### config.mk
export PLATFORM = sky130hd
export DESIGN_NAME = regfile_mp
export DESIGN_NICKNAME = d
export VERILOG_FILES = /design/src/rtl/regfile_mp_pkg.sv /design/src/rtl/regfile_mp_scoreboard.sv /design/src/rtl/regfile_mp.sv
export SDC_FILE = /design/constraint.sdc
export NUM_CORES = 2
export LEC_CHECK = 0
export CAP_MARGIN = 20
export CORE_ASPECT_RATIO = 1.25
export CORE_MARGIN = 10
export CORE_UTILIZATION = 25
export CTS_BUF_LIST = sky130_fd_sc_hd__clkbuf_4
export CTS_CLUSTER_SIZE = 16
export DETAILED_ROUTE_END_ITERATION = 8
export MAX_ROUTING_LAYER = met4
export PLACE_DENSITY_LB_ADDON = 0.1
export SYNTH_ARGS = -nofsm -noshare
export SYNTH_HDL_FRONTEND = slang
export SYNTH_SLANG_ARGS = --single-unit
### constraint.sdc
create_clock -name clk -period 5.5 [get_ports clk]
set_input_delay 0.825 -clock clk [delete_from_list [all_inputs] [get_ports clk]]
set_output_delay 0.825 -clock clk [all_outputs]
set_load 0.02 [all_outputs]
### src/rtl/regfile_mp_pkg.sv
// rtl/regfile_mp_pkg.sv - shared register file types and default sizing
package cpuDefine;

  localparam int RF_DATA_W = 32;
  localparam int RF_ADDR_W = 5;
  localparam int rfNum     = 2 ** RF_ADDR_W;
  localparam int RF_NUM_RD = 3;
  localparam int RF_NUM_WR = 2;

  typedef logic [RF_DATA_W-1:0] DType;
  typedef logic [RF_ADDR_W-1:0] Gr;

  // One writeback lane as presented to the register file
  typedef struct packed {
    logic en;
    Gr    addr;
    DType data;
  } wr_lane_t;

endpackage

### src/rtl/regfile_mp_scoreboard.sv
// rtl/regfile_mp_scoreboard.sv - per-register busy bits with alloc/clear/flush priority
module rf_scoreboard #(
  parameter int ADDR_W = 5,
  parameter int NUM_RD = 3,
  parameter int NUM_WR = 2
) (
  input  logic                           clk,
  input  logic                           reset,
  input  logic [NUM_WR-1:0]              wr_en,
  input  logic [NUM_WR-1:0][ADDR_W-1:0]  wr_addr,
  input  logic                           alloc_en,
  input  logic [ADDR_W-1:0]              alloc_addr,
  input  logic                           flush,
  input  logic [NUM_RD-1:0][ADDR_W-1:0]  rd_addr,
  output logic [NUM_RD-1:0]              rd_busy,
  output logic                           any_busy
);

  localparam int RF_N = 2 ** ADDR_W;

  logic [RF_N-1:0] busy;
  logic [RF_N-1:0] busy_nxt;

  // Writebacks clear first, then flush wipes everything or an alloc re-marks
  // its destination (newer producer outranks a completing older one).
  always_comb begin
    busy_nxt = busy;
    for (int i = 0; i < NUM_WR; i++) begin
      if (wr_en[i]) busy_nxt[wr_addr[i]] = 1'b0;
    end
    if (flush) busy_nxt = '0;
    else if (alloc_en) busy_nxt[alloc_addr] = 1'b1;
    busy_nxt[0] = 1'b0;
  end

  // Busy state register, cleared by reset ahead of any same-cycle update
  always_ff @(posedge clk) begin
    if (reset) busy <= '0;
    else       busy <= busy_nxt;
  end

  // Registered busy lookup per read port; r0 is never set so it reads 0
  always_comb begin
    any_busy = |busy;
    for (int p = 0; p < NUM_RD; p++) rd_busy[p] = busy[rd_addr[p]];
  end

endmodule

### src/rtl/regfile_mp.sv
// rtl/regfile_mp.sv - multi-port register file with busy scoreboard; RF_BYPASS_EN enables write-to-read bypass
module regfile_mp
  import cpuDefine::*;
#(
  parameter int DATA_W = RF_DATA_W,
  parameter int ADDR_W = RF_ADDR_W,
  parameter int NUM_RD = RF_NUM_RD,
  parameter int NUM_WR = RF_NUM_WR
) (
  input  logic                           clk,
  input  logic                           reset,
  input  logic [NUM_RD-1:0][ADDR_W-1:0]  rd_addr,
  output logic [NUM_RD-1:0][DATA_W-1:0]  rd_data,
  output logic [NUM_RD-1:0]              rd_busy,
  input  logic [NUM_WR-1:0]              wr_en,
  input  logic [NUM_WR-1:0][ADDR_W-1:0]  wr_addr,
  input  logic [NUM_WR-1:0][DATA_W-1:0]  wr_data,
  input  logic                           alloc_en,
  input  logic [ADDR_W-1:0]              alloc_addr,
  input  logic                           flush,
  output logic                           any_busy
);

  localparam int RF_N = 2 ** ADDR_W;

  logic [DATA_W-1:0] mem [RF_N];
  logic [NUM_WR-1:0] wr_live;
  logic              alloc_live;
  logic [NUM_RD-1:0] sb_busy;

  // A lane only counts when enabled and not aimed at the hardwired zero register
  always_comb begin
    alloc_live = alloc_en && (alloc_addr != '0);
    for (int i = 0; i < NUM_WR; i++) wr_live[i] = wr_en[i] && (wr_addr[i] != '0);
  end

  // Storage update; lanes applied in ascending order so the highest lane wins a conflict
  always_ff @(posedge clk) begin
    if (reset) begin
      for (int r = 0; r < RF_N; r++) mem[r] <= '0;
    end else begin
      for (int i = 0; i < NUM_WR; i++) begin
        if (wr_live[i]) mem[wr_addr[i]] <= wr_data[i];
      end
    end
  end

  rf_scoreboard #(
    .ADDR_W (ADDR_W),
    .NUM_RD (NUM_RD),
    .NUM_WR (NUM_WR)
  ) u_scoreboard (
    .clk        (clk),
    .reset      (reset),
    .wr_en      (wr_live),
    .wr_addr    (wr_addr),
    .alloc_en   (alloc_live),
    .alloc_addr (alloc_addr),
    .flush      (flush),
    .rd_addr    (rd_addr),
    .rd_busy    (sb_busy),
    .any_busy   (any_busy)
  );

  // Combinational read ports with optional same-cycle bypass; r0 forced to zero/idle
  always_comb begin
    for (int p = 0; p < NUM_RD; p++) begin
      rd_data[p] = mem[rd_addr[p]];
      rd_busy[p] = sb_busy[p];
`ifdef RF_BYPASS_EN
      for (int i = 0; i < NUM_WR; i++) begin
        if (wr_live[i] && (wr_addr[i] == rd_addr[p])) begin
          rd_data[p] = wr_data[i];
          // A same-cycle alloc to this register means a newer producer is pending
          if (!(alloc_live && !flush && (alloc_addr == rd_addr[p]))) rd_busy[p] = 1'b0;
        end
      end
`endif
      if (rd_addr[p] == '0) begin
        rd_data[p] = '0;
        rd_busy[p] = 1'b0;
      end
    end
  end

endmodule

Yosys cells after proc, flatten, opt, wreduce, memory -nomap -nowiden
Memory sizes are Yosys's and may differ from the RTL's. Cells that the tools add are included.

$lt $le $gt $ge: 9. Bitwise gates (word level): 5. Muxes and demuxes: 35. Reduce and logical (&&, ||, !) cells: 16.

Operators by type and width (number): $mux 32 (8); $reduce_or 32->1 (3); $and 32x32->32 (2); $not 32->32 (2); $lt 5x6->1 const B (6); $or 32x32->32 (1); $mux 1 (19); $bmux 1 s5 (3); $demux 1 s5 (3); $ge 5x1->1 const B (3); $logic_not 5->1 (3); $reduce_bool 5->1 (3); $mux 5 (2); $logic_and 1x1->1 (6); $reduce_or 2->1 (1).

Bits of input ports: 100. Word-level logic and storage cells: 68. Memories: 1. Output and inout bits: 100. Bits in writable memories: 1024. Register bits after elaboration: 32.

Memory list: mem (depth 32, width 32, read ports 3, clocked after memory_dff 0, wr ports 32, RTL line regfile_mp.sv:26) `logic [DATA_W-1:0] mem [RF_N];`.

Depth between registers and ports, before layout
Depth after elaboration: 11. Gate-level depth with buffers: 8. Gate-level depth less buffers: 4.

Modules after synthesis
A second synthesis with hierarchy kept.

Cells, all modules: 5868. Area, all modules: 70985.6 um^2.

Modules (own cells, without submodules): regfile_mp (sequential area each 30749.5 um^2, instances 1, cells an instance 5575, area each 68434.4 um^2); rf_scoreboard (sequential area each 620.6 um^2, instances 1, cells an instance 293, area each 2551.2 um^2).

Worst setup path before layout
No wires, ideal clock.

Path type: input-to-reg. Start: in wr_addr[4] (netlist name). End: mem mem[12][0] (netlist name), enable pin. Arrival time: 5.253 ns. Required time: 4.967 ns. Buffers on the path: 2. Setup slack: -0.287 ns. Library setup time: 0.533 ns. Stages on the path: 5. Cell sequence: buf_2 -> nor2b_1 -> nand3_1 -> buf_2 -> o311ai_0.

RTL lines: start, declared (RTL line regfile_mp.sv:16) `input logic [NUM_WR-1:0][ADDR_W-1:0] wr_addr,`; end, declared (RTL line regfile_mp.sv:26).

==> results.sh <==
export IMPL_synth_edf_count=1024
export IMPL_hold_path_depth=1
export IMPL_htree_levels=5
export IMPL_tightest_slew_ns=1.29
export IMPL_synth_compound_area_share_pct=19.3
export IMPL_coreArea_um2=275000
export IMPL_layout_drive_gt1_share_pct=35.9
export IMPL_vias_per_cell=6.21
export IMPL_placed_cells=8395
export IMPL_layout_commonest_cell="edfxtp_1"
export IMPL_hold_ws_ns=0.284
export IMPL_finalSetupTns_ns=0
export IMPL_drt_iter0_drc=5883
export IMPL_dr_pass1_iters=5
export IMPL_synth_area_leaders="edfxtp_1 45%, mux4_2 22%, a22o_1 13%"
export IMPL_final_cell_mix="1,024 x edfxtp_1, 992 x a22o_1, 690 x mux4_2, 462 x clkbuf_4, 371 x buf_4"
export IMPL_status="complete, no violations"
export IMPL_overflow=0
export IMPL_p_leak_nw=26.8
export IMPL_synthAdderAreaFrac_pct=0
export IMPL_ys_seq_area_share_pct=45.4
export IMPL_pre_cts_ws_ns=0.317
export IMPL_async_flop_share_pct=0
export IMPL_io_buffers=199
export IMPL_route_detailed_drc=0
export IMPL_num_rows=215
export IMPL_cts_hold_buf=0
export IMPL_holdCritPathClass="in2reg"
export IMPL_wl_um=401000
export IMPL_hpwl_um=244000
export IMPL_final_period_utilization_pct=94.8
export IMPL_max_freq_mhz=192
export IMPL_clk_latency_ns=1.18
export IMPL_synth_ff_type="edfxtp_1"
export IMPL_grt_max_degree=70
export IMPL_nNetsFinal=5137
export IMPL_ir_drop_uv=152
export IMPL_dieArea_um2=298000
export IMPL_yosys_area_share_simple_pct=3.24
export IMPL_hold_viol=0
export IMPL_r2r_cells=2
export IMPL_yosysUniqueCellTypes=52
export IMPL_stdcell_count=8986
export IMPL_drv_slew=0
export IMPL_via_count=55800
export IMPL_cts_resized_gates=0
export IMPL_synth_top_area_share_pct=44.5
export IMPL_clock_sinks=1055
export IMPL_synthMuxAreaShare_pct=27.0
export IMPL_crit_fanout=28
export IMPL_place_gp_congestion=0.861
export IMPL_synthToLayoutAreaGrowth_pct=17.4
export IMPL_syn_inst=4806
export IMPL_grt_pass1_wl_um=530000
export IMPL_antenna_found_initial=23
export IMPL_critPathKind="in2out"
export IMPL_worst_slack_ns=0.287
export IMPL_start_util_pct=25.2
export IMPL_yosys_area_top_type="edfxtp_1"
export IMPL_min_period_ns=5.21
export IMPL_synth_xor_area_share_pct=0
export IMPL_wl_per_cell_um=44.6
export IMPL_cp_start_kind="input pin"
export IMPL_cts_tree="done"
export IMPL_die_h_um=608
export IMPL_cp_end_kind="output pin"
export IMPL_ant_nets=0
export IMPL_finClkSkew_ns=0
export IMPL_maxSlewHeadroom_pct=14.2
export IMPL_place_area_um2=77000
export IMPL_ys_seq_elements=1055
export IMPL_clockBufferDepth=4
export IMPL_maxCapViolCount=0
export IMPL_synth_area_um2=69100
export IMPL_required_ns=4.68
export IMPL_fin_total_pwr_mw=22.4
export IMPL_rsz0062_at_grt="false"
export IMPL_finish_utilization_pct=29.5
export IMPL_gr_usage_all_layers_pct=26.5
export IMPL_post_cts_buffers=0
export IMPL_cts_buffers=328
export IMPL_power_density_nw_per_um2=276
export IMPL_syn_avg_cell_area_um2=14.4
export IMPL_dieWidth_um=490
export IMPL_cts_clk_slew_worst_paths_ns=0.06
export IMPL_setup_viol=0
export IMPL_synth_top_family_by_area="multiplexers"
export IMPL_io_pins=200
export IMPL_stdcell_area_um2=81200
export IMPL_synth_warnings=0
export IMPL_grt_pass1_vias=56600
export IMPL_cp_data_arrival_time_ns=4.39
export IMPL_cts_root_buffer="clkbuf_4"
[layout make-up]
class,count,area [µm²]
Multi-Input combinational cell,3055,35000
Fill cell,27600,194000
Clock buffer,462,3470
Timing Repair Buffer,593,6030
Antenna cell,32,80.1
Clock inverter,96,551
Tap cell,3689,4620
Sequential cell,1055,31400
Inverter,4,22.5
[power by group]
part	switching [mW]	internal [mW]	total (mW)
Clock	4.08	4.08	8.16
Sequential	0.361	9.33	9.69
Combinational	2.69	1.83	4.53
[synthesized netlist by cell type, types with 4 or more instances]
library cell and instances:
nor3b_2 26, a22o_1 992, mux4_2 690, nor2b_1 111, o21ai_1 55, a21oi_1 28
buf_1 4, or4_1 4, edfxtp_1 1024, dfxtp_1 31, clkbuf_1 423, nand2b_1 12
mux2i_1 198, buf_2 187, and2_1 5, o211ai_1 46, a32oi_1 4, nor4_1 7
nand2_1 124, nand3_1 11, a311oi_1 99, o21ai_0 118, mux2_2 102, buf_6 21
a22oi_1 103, buf_4 85, a221oi_1 74, a211oi_1 96, inv_1 4, nor2_1 55
o311ai_0 4, o2111ai_1 25
[worst max-delay path, stage by stage]
cell and delay (ns):
buf_6 0.45, nor2_4 0.35, buf_4 0.28, buf_4 0.16, a221oi_1 0.27, o21ai_0 0.15, a311oi_1 0.94, buf_4 0.24
clkdlybuf4s50_1 0.60
[state kept, by name (all words and copies together) (netlist names)]
register,flops
mem,1024
u_scoreboard.busy,31
[routing by layer]
| layer | vias up | track usage (%) | part of all wire [%] |
|---|---|---|---|
| met5 | - | - | 0 |
| met4 | 0 | 12.5 | 5.5 |
| met3 | 973 | 5.16 | 7.2 |
| met2 | 3258 | 43.2 | 48 |
| met1 | 30100 | 31.6 | 39 |
| li1 | 21400 | - | - |
[worst paths after layout]
path	start	to	slack, ns
max reg2reg	u_scoreboard.busy[6]$_SDFF_PP0_	u_scoreboard.busy[6]$_SDFF_PP0_	4.59
min reg2reg	u_scoreboard.busy[29]$_SDFF_PP0_	u_scoreboard.busy[29]$_SDFF_PP0_	0.55
min	reset	mem[0][28]$_DFFE_PP_	0.28
max	rd_addr[5]	rd_data[44]	0.29
[cells by family (layout without fill, tap and decap cells)]
logic type      after synthesis  count (layout)
mux                         990             990
simple gates                386             386
other cells                   1              64
flops                      1055            1055
compound gates             1647            1647
buf+inv                     727            1155
Note: power is estimated with default switching activity, not from simulation.
